===== src/rtl/div19s_by8s_pkg.sv =====
// Shared constants, state encoding and saturation limits for the signed 19/8 divider.
package div_pkg;

    localparam int WN = 19;
    localparam int WD = 8;
    localparam int WQ = 11;

    localparam int QMAX = 1023;
    localparam int QMIN = -1024;

    // Limits at the width of the signed quotient before saturation
    localparam logic signed [WN:0] QMAX_S = QMAX[WN:0];
    localparam logic signed [WN:0] QMIN_S = QMIN[WN:0];

    localparam logic [4:0] CNT_LAST = 5'(WN - 1);

    typedef enum logic [1:0] {
        IDLE = 2'd0,
        LOAD = 2'd1,
        ITER = 2'd2,
        FIX  = 2'd3
    } state_t;

endpackage


===== src/rtl/div19s_by8s_udiv_step.sv =====
// One restoring shift-subtract step on unsigned magnitudes.
module udiv_step
    import div_pkg::*;
(
    input  logic [WD:0] i_rem,
    input  logic        i_bit,
    input  logic [WD:0] i_dvs,
    output logic [WD:0] o_rem,
    output logic        o_qbit
);

    logic [WD+1:0] w_trial;
    logic [WD:0]   w_diff;

    assign w_trial = {i_rem, i_bit};
    // The true difference is below |divisor| whenever it is taken, so 9 bits suffice
    assign w_diff  = w_trial[WD:0] - i_dvs;
    assign o_qbit  = (w_trial >= {1'b0, i_dvs});
    assign o_rem   = o_qbit ? w_diff : w_trial[WD:0];

endmodule


===== src/rtl/div19s_by8s.sv =====
// Sequential signed divider: 19-bit dividend / 8-bit divisor -> 11-bit saturated quotient, 8-bit remainder.
// Handshake: start is sampled only while busy=0; busy spans accept edge to done edge; done pulses one cycle.
module div19s_by8s
    import div_pkg::*;
(
    input  logic          clk,
    input  logic          rst,
    input  logic          start,
    input  logic [WN-1:0] dividend,
    input  logic [WD-1:0] divisor,
    output logic          busy,
    output logic          done,
    output logic [WQ-1:0] quotient,
    output logic [WD-1:0] remainder,
    output logic          ovf,
    output logic          dbz,
    output logic [1:0]    dbg_state
);

    state_t        r_state;
    logic          r_busy, r_done, r_ovf, r_dbz;
    logic          r_sign_q, r_sign_r;
    logic [WQ-1:0] r_quot;
    logic [WD-1:0] r_rem_out;
    logic [WN-1:0] r_dividend, r_num, r_qmag;
    logic [WD-1:0] r_divisor;
    logic [WD:0]   r_dvs, r_prem;
    logic [4:0]    r_cnt;

    logic signed [WN:0] w_ext_n, w_abs_n, w_q_signed;
    logic signed [WD:0] w_ext_d, w_abs_d;
    logic [WD-1:0]      w_r_signed;
    logic [WD:0]        w_step_rem;
    logic               w_step_q;

    assign w_ext_n = {r_dividend[WN-1], r_dividend};
    assign w_abs_n = w_ext_n[WN] ? -w_ext_n : w_ext_n;
    assign w_ext_d = {r_divisor[WD-1], r_divisor};
    assign w_abs_d = w_ext_d[WD] ? -w_ext_d : w_ext_d;

    assign w_q_signed = r_sign_q ? -$signed({1'b0, r_qmag}) : $signed({1'b0, r_qmag});
    assign w_r_signed = r_sign_r ? -r_prem[WD-1:0] : r_prem[WD-1:0];

    udiv_step u_step (
        .i_rem  (r_prem),
        .i_bit  (r_num[WN-1]),
        .i_dvs  (r_dvs),
        .o_rem  (w_step_rem),
        .o_qbit (w_step_q)
    );

    always_ff @(posedge clk or posedge rst) begin
        if (rst) begin
            r_state    <= IDLE;
            r_busy     <= 1'b0;
            r_done     <= 1'b0;
            r_ovf      <= 1'b0;
            r_dbz      <= 1'b0;
            r_sign_q   <= 1'b0;
            r_sign_r   <= 1'b0;
            r_quot     <= '0;
            r_rem_out  <= '0;
            r_dividend <= '0;
            r_divisor  <= '0;
            r_num      <= '0;
            r_qmag     <= '0;
            r_dvs      <= '0;
            r_prem     <= '0;
            r_cnt      <= '0;
        end else begin
            r_done <= 1'b0;
            case (r_state)
                IDLE: begin
                    if (start) begin
                        r_dividend <= dividend;
                        r_divisor  <= divisor;
                        r_busy     <= 1'b1;
                        r_state    <= LOAD;
                    end
                end
                LOAD: begin
                    // Top bit of |dividend| is always 0; it seeds the partial remainder
                    r_num    <= w_abs_n[WN-1:0];
                    r_prem   <= {{WD{1'b0}}, w_abs_n[WN]};
                    r_dvs    <= w_abs_d;
                    r_sign_q <= r_dividend[WN-1] ^ r_divisor[WD-1];
                    r_sign_r <= r_dividend[WN-1];
                    r_qmag   <= '0;
                    r_cnt    <= '0;
                    r_state  <= ITER;
                end
                ITER: begin
                    r_prem <= w_step_rem;
                    r_num  <= {r_num[WN-2:0], 1'b0};
                    r_qmag <= {r_qmag[WN-2:0], w_step_q};
                    r_cnt  <= r_cnt + 5'd1;
                    if (r_cnt == CNT_LAST) begin
                        r_state <= FIX;
                    end
                end
                FIX: begin
                    if (r_divisor == '0) begin
                        r_quot    <= '0;
                        r_rem_out <= '0;
                        r_ovf     <= 1'b0;
                        r_dbz     <= 1'b1;
                    end else begin
                        r_dbz     <= 1'b0;
                        r_rem_out <= w_r_signed;
                        if (w_q_signed > QMAX_S) begin
                            r_quot <= QMAX_S[WQ-1:0];
                            r_ovf  <= 1'b1;
                        end else if (w_q_signed < QMIN_S) begin
                            r_quot <= QMIN_S[WQ-1:0];
                            r_ovf  <= 1'b1;
                        end else begin
                            r_quot <= w_q_signed[WQ-1:0];
                            r_ovf  <= 1'b0;
                        end
                    end
                    r_done  <= 1'b1;
                    r_busy  <= 1'b0;
                    r_state <= IDLE;
                end
                default: r_state <= IDLE;
            endcase
        end
    end

    assign busy      = r_busy;
    assign done      = r_done;
    assign quotient  = r_quot;
    assign remainder = r_rem_out;
    assign ovf       = r_ovf;
    assign dbz       = r_dbz;
    assign dbg_state = r_state;

endmodule


===== config.mk =====
export PLATFORM = sky130hd
export DESIGN_NAME = div19s_by8s
export DESIGN_NICKNAME = d
export VERILOG_FILES = /design/src/rtl/div19s_by8s_pkg.sv /design/src/rtl/div19s_by8s_udiv_step.sv /design/src/rtl/div19s_by8s.sv
export SDC_FILE = /design/constraint.sdc
export NUM_CORES = 1
export LEC_CHECK = 0
export ABC_CLOCK_PERIOD_IN_PS = 4750
export CAP_MARGIN = 25
export CORE_MARGIN = 1
export CORE_UTILIZATION = 55
export DETAILED_ROUTE_END_ITERATION = 16
export DONT_BUFFER_PORTS = 1
export PLACE_DENSITY = 0.73
export SLEW_MARGIN = 15
export SYNTH_ARGS = -nofsm -noshare
export SYNTH_HDL_FRONTEND = slang
export SYNTH_SLANG_ARGS = --single-unit

===== constraint.sdc =====
create_clock -name clk -period 4.75 [get_ports clk]
set_input_delay 1.1875 -clock clk [delete_from_list [all_inputs] [get_ports clk]]
set_output_delay 1.1875 -clock clk [all_outputs]
set_load 0.01 [all_outputs]

# Word level (Yosys, flattened, before mapping)
# Cells that the tools add are included.
[totals] reg_bits=115 out_inout_bits=25 elab_cells=62
[classes] add_sub_neg=6 n_lt_le_gt_ge=3 eq_ne=6 muxes=23 bitwise=1 n_reduce_logical=7
[op_table] cell="case mux 19 bit (2 select lines)" count=2
[op_table] cell="two-way mux 20 bit" count=2
[op_table] cell="negation 19 -> 20 bit" count=2
[op_table] cell="two-way mux 11 bit" count=3
[op_table] cell="> comparator 20 x 11 -> 1 bit (second input constant)" count=1
[op_table] cell="< comparator 20 x 11 -> 1 bit (second input constant)" count=1
[op_table] cell="two-way mux 9 bit" count=2
[op_table] cell="case mux 9 bit (2 select lines)" count=1
[op_table] cell="two-way mux 8 bit" count=2
[op_table] cell="greater-or-equal comparator 10 x 9 -> 1 bit" count=1
[op_table] cell="case mux 5 bit (2 select lines)" count=1
[op_table] cell="negation 8 -> 9 bit" count=1
[op_table] cell="subtractor 9 bit" count=1
[op_table] cell="zero test 8 bit" count=1
[op_table] cell="negation 8 bit" count=1
[op_table] cell="case mux 2 bit (4 select lines)" count=1
[op_table] cell="two-way mux 1 bit" count=6
[op_table] cell="AND reduction 2 bit" count=3
[op_table] cell="adder 5 x 1 -> 5 bit (second input constant)" count=1
[op_table] cell="== test 5 bit (second input constant)" count=1
[op_table] cell="== test 2 bit (second input constant)" count=2
[op_table] cell="two-way mux 2 bit" count=2
[op_table] cell="!= test 2 bit (second input constant)" count=2
[op_table] cell="nonzero test 2 bit" count=2
[op_table] cell="other kinds (4)" count=4

# Longest topological paths before layout
[depth] word_depth=6 mapped_depth=12 ltp_nobuf=11

# Hierarchy
# A second synthesis with hierarchy kept.
[hier_totals] cells_unflattened=669 hier_area_um2=6542.5
[by_module_without_submodules] module="div19s_by8s" n_inst=1 cells_per_inst=583 area_per_inst_um2=5869.4 seq_area_each_um2=2877.8
[by_module_without_submodules] module="udiv_step" n_inst=1 cells_per_inst=86 area_per_inst_um2=673.1 seq_area_each_um2=0.0

# Worst setup path before layout
# No wires, ideal clock.
[synth_path] kind="register to register" from="reg r_qmag[0]" to="reg r_quot[1], in the netlist quotient[1]" t_arrival_ns=2.749 required_ns=4.601 slack_ns=1.852 stages_incl_launch_ff=11 cell_sequence="dfrtp_1 > inv_1 > ha_1 > or4b_1 > or4_4 > and3_4 > or2_0 > o41a_1 > nand2b_1 > buf_6 > o221ai_1"
[synth_via] elab_chain_cells=6 elab_cells_between_ends=7
[synth_rtl] item="start, declared" line="div19s_by8s.sv:25" source="logic [WN-1:0] r_dividend, r_num, r_qmag;"
[synth_rtl] item="start signal, assigned" line="div19s_by8s.sv:95" source="r_qmag <= {r_qmag[WN-2:0], w_step_q};"
[synth_rtl] item="negation 19 -> 20 bit" line="div19s_by8s.sv:41" source="assign w_q_signed = r_sign_q ? -$signed({1'b0, r_qmag}) : $signed({1'b0, r_qmag});"
[synth_rtl] item="two-way mux 20 bit *" line="div19s_by8s.sv:41"
[synth_rtl] item="< comparator 20 x 11 -> 1 bit" line="div19s_by8s.sv:113" source="end else if (w_q_signed < QMIN_S) begin"
[synth_rtl] item="two-way mux 11 bit" line="div19s_by8s.sv:113"
[synth_rtl] item="two-way mux 11 bit *" line="div19s_by8s.sv:110" source="if (w_q_signed > QMAX_S) begin"
[synth_rtl] item="two-way mux 11 bit *" line="div19s_by8s.sv:102" source="if (r_divisor == '0) begin"
[synth_rtl] item="end signal, assigned" line="div19s_by8s.sv:111" source="r_quot <= QMAX_S[WQ-1:0];"
[synth_rtl] item="end signal, assigned" line="div19s_by8s.sv:114" source="r_quot <= QMIN_S[WQ-1:0];"
[synth_rtl] item="end signal, assigned" line="div19s_by8s.sv:117" source="r_quot <= w_q_signed[WQ-1:0];"
[synth_rtl] item="end, declared" line="div19s_by8s.sv:23" source="logic [WQ-1:0] r_quot;"
# Mark *: on every way between the ends. The rest lies on a longest branch, timed or not.
# A chain may end at the register's enable or synchronous reset.

# Final worst setup path
[layout_path] from="reg r_qmag[0]" to="reg r_quot[2], in the netlist quotient[2]"
# Same word-level chain as after synthesis.

==> run metrics <==
status=completed; Setup CP Type=flip-flop to flip-flop; post-synthesis sequential area ratio=between 40% and 50%; initial DRC count=255; Critical Path Start Type=flip-flop; vias in the first global route=approximately 4,600; largest net degree at the start of global routing=about 80; grt ovf=0; crit-path max FO=10; Final nets=just under 700; syn nets=a little under 700; Die Area=11,800 um^2; worst-path cell chain=inv_1, ha_1, or4b_1, or4_4, and3_4, or2_0, o41a_1, nand2b_1, o221ai_1; post-route clock period utilization=70.2%; Sink Count=115; remaining antenna violation count after routing=0; PwrDens=~740 nW/um^2; CTS H-tree lvls=4; Final Hold Viols=0; Cell Rows=38; Syn Inst Count=641; relative slew slack=between 40 and 50%; antenna cell count=0; Max VDD drop=around 0.51 mV; All-Layer GR Usage=roughly a quarter; Synth Flop Type=dfrtp_1; CP max stage delay=around 0.59 ns; drt wl/cell=16.1 um; setup ws final=~1.4 ns; Max-Cap Viols=0; Critical Path End Type=flip-flop; Post-synth EDFFs=0; Post-Syn Area=approximately 6300 um^2; commonest cells after routing, fill and taps aside=115 x dfrtp_1, 73 x inv_1, 57 x nand2_1, 53 x o21ai_0, 46 x mux2_2; clock root cell=clkbuf_16; CTS buffer count=17; Clock Latency Late Sink=0.41 ns; CP max stage cell=or4b_1; global-route wire length before repair=roughly 22,000 um; leading cell type in the layout, fill and taps excluded=dfrtp_1; critical path arrival=3.59 ns; unrepaired setup endpoints after global routing=false; number of max-slew violations in the final report=0; Tmin final=roughly 3.3 ns; Ports=55; Design Power=about 0.005 W; synthesis warning total=0; Leak=3.04 nW; register bit total from synthesis=approximately 120; setup tns final=0 ns; clk slew on worst S/H paths=around 0.05 ns; initial antenna violation count=0; CTS tree=done; Routed WL=12,600 um; setup bufs post-CTS=0; endpoints failing setup=0; unique cell type count in the Yosys netlist=61; # DRC=0; vias per inst=around 6; hold crit path type=flip-flop to flip-flop; core box area=roughly 11,000 um^2; post-CTS sizing=0; fmax=~300 MHz; DIE WIDTH=approximately 110 um; DR pass1 iterations=5; synth-to-layout area growth=10.3%; share of layout cells above drive strength 1=between 10 and 15%; clk buf depth=2; worst-margin pin slew=roughly 0.75 ns; FILL cells=852; Post-synth ARST share=100%; DIE HEIGHT=between 100 and 150 um; Worst Path Required=~5.0 ns; Place WS=between 1 and 1.5 ns; GPL Wtd Cong=approximately 0.84; CTS Hold Bufs=0; Initial Util=between 50% and 60%; Buffers on Ports=0; mean post-synth cell area=9.77 um^2; skew final=between 0.006 and 0.007 ns; HPWL Detailed=about 8900 um; Via Count=between 4,000 and 5,000
==> metrics by stage <==
| stage | cells | utilization (%) | area [um^2] | hold slack (ns) |
|---|---|---|---|---|
| 6_report | 783 | 62.9 | 6910 | 0.502 |
| 3_5_place_dp | 752 | 57.8 | 6340 | 0.496 |
| 3_3_place_gp | 752 | 57.8 | 6340 | 0.468 |
| 4_1_cts | 782 | 62.7 | 6880 | 0.508 |
| 2_1_floorplan | 641 | - | 6260 | 0.449 |
| 5_1_grt | 783 | 62.9 | 6910 | 0.518 |
==> worst max-delay path: cells and delay by family, from the launching register on <==
family	cells	cell delay, ns
AND/OR/NAND/NOR	5	1.81
AO/OA/AOI/OAI	2	0.65
flip-flops	1	0.43
adder cells (fa/ha/maj)	1	0.19
buffers and inverters	1	0.10
==> Yosys cell counts, types with 3 or more instances <==
library cell	instances	area, um^2
a21oi_1	21	105
buf_1	3	11.3
clkbuf_1	28	105
dfrtp_1	115	2880
ha_1	19	238
inv_1	74	278
mux2_2	46	518
mux2i_1	7	70.1
nand2_1	58	218
nand2b_1	3	18.8
nand3_1	28	140
nand4_1	3	18.8
nor2_1	20	75.1
nor2b_1	6	37.5
nor3_1	6	30.0
nor4_1	5	31.3
o21a_1	3	22.5
o21ai_0	53	265
o221ai_1	9	78.8
o22ai_1	22	138
o31ai_1	13	97.6
o41ai_1	4	35.0
or3_1	6	37.5
or4_1	7	52.6
xnor2_1	20	175
xor2_1	20	175
==> final cells by class <==
| cell class | instances | area, um^2 | area share (%) |
|---|---|---|---|
| timing repair buffer | 6 | 57.6 | 0.833 |
| inverter | 74 | 280 | 4.06 |
| multi-input combinational | 418 | 2980 | 43.1 |
| clock inverter | 6 | 55.1 | 0.797 |
| clock buffer | 24 | 482 | 6.97 |
| tap | 140 | 175 | 2.54 |
| sequential | 115 | 2880 | 41.7 |
==> state kept, by name, summed over array words and instances (netlist names) <==
register and cells:
r_sign_q 1, quotient 11, r_num 19, done 1, r_dividend 19, dbg_state 2
busy 1, ovf 1, r_qmag 19, r_prem 9, r_sign_r 1, remainder 8
dbz 1, r_dvs 9, r_divisor 8, r_cnt 5
==> cell families (layout without fill, tap and decap cells) <==
logic type	after synthesis	after routing	synth area share (%)
AO/OA/AOI/OAI	151	151	16.1
XOR/XNOR	40	40	5.59
adder cells (fa/ha/maj)	20	20	4.12
buffers and inverters	108	110	6.63
flip-flops	115	115	46.0
multiplexers	53	53	9.39
AND/OR/NAND/NOR	154	154	12.2
==> worst paths after layout <==
path                                        from                      end  slack (ns)  depth (start not counted)
min reg2reg                 r_dvs[8]$_DFFE_PP0N_     r_dvs[8]$_DFFE_PP0N_        0.50                          2
max in group asynchronous                    rst           done$_DFF_PP0_        3.14                          2
max                        r_qmag[0]$_DFFE_PP0P_  quotient[2]$_DFFE_PP0P_        1.42                          9
min                         r_dvs[8]$_DFFE_PP0N_     r_dvs[8]$_DFFE_PP0N_        0.50                          2
min in group asynchronous                    rst     r_num[6]$_DFFE_PP0P_        0.77                          1
max reg2reg                r_qmag[0]$_DFFE_PP0P_  quotient[2]$_DFFE_PP0P_        1.42                          9
==> power by group <==
group          internal, W  switching, W  total [W]
logic              0.00101       0.00121    0.00222
registers          0.00133      0.000395    0.00173
clock network     0.000747      0.000404    0.00115
==> per-layer routing <==
| layer | track usage (%) | part of all wire, % |
|---|---|---|
| met1 | 30.6 | 45 |
| met2 | 38.1 | 48 |
| met3 | 6.87 | 5.4 |
| met4 | 7.82 | 1.0 |
| met5 | 0 | 0 |
Power figures use the tool's default switching activity.
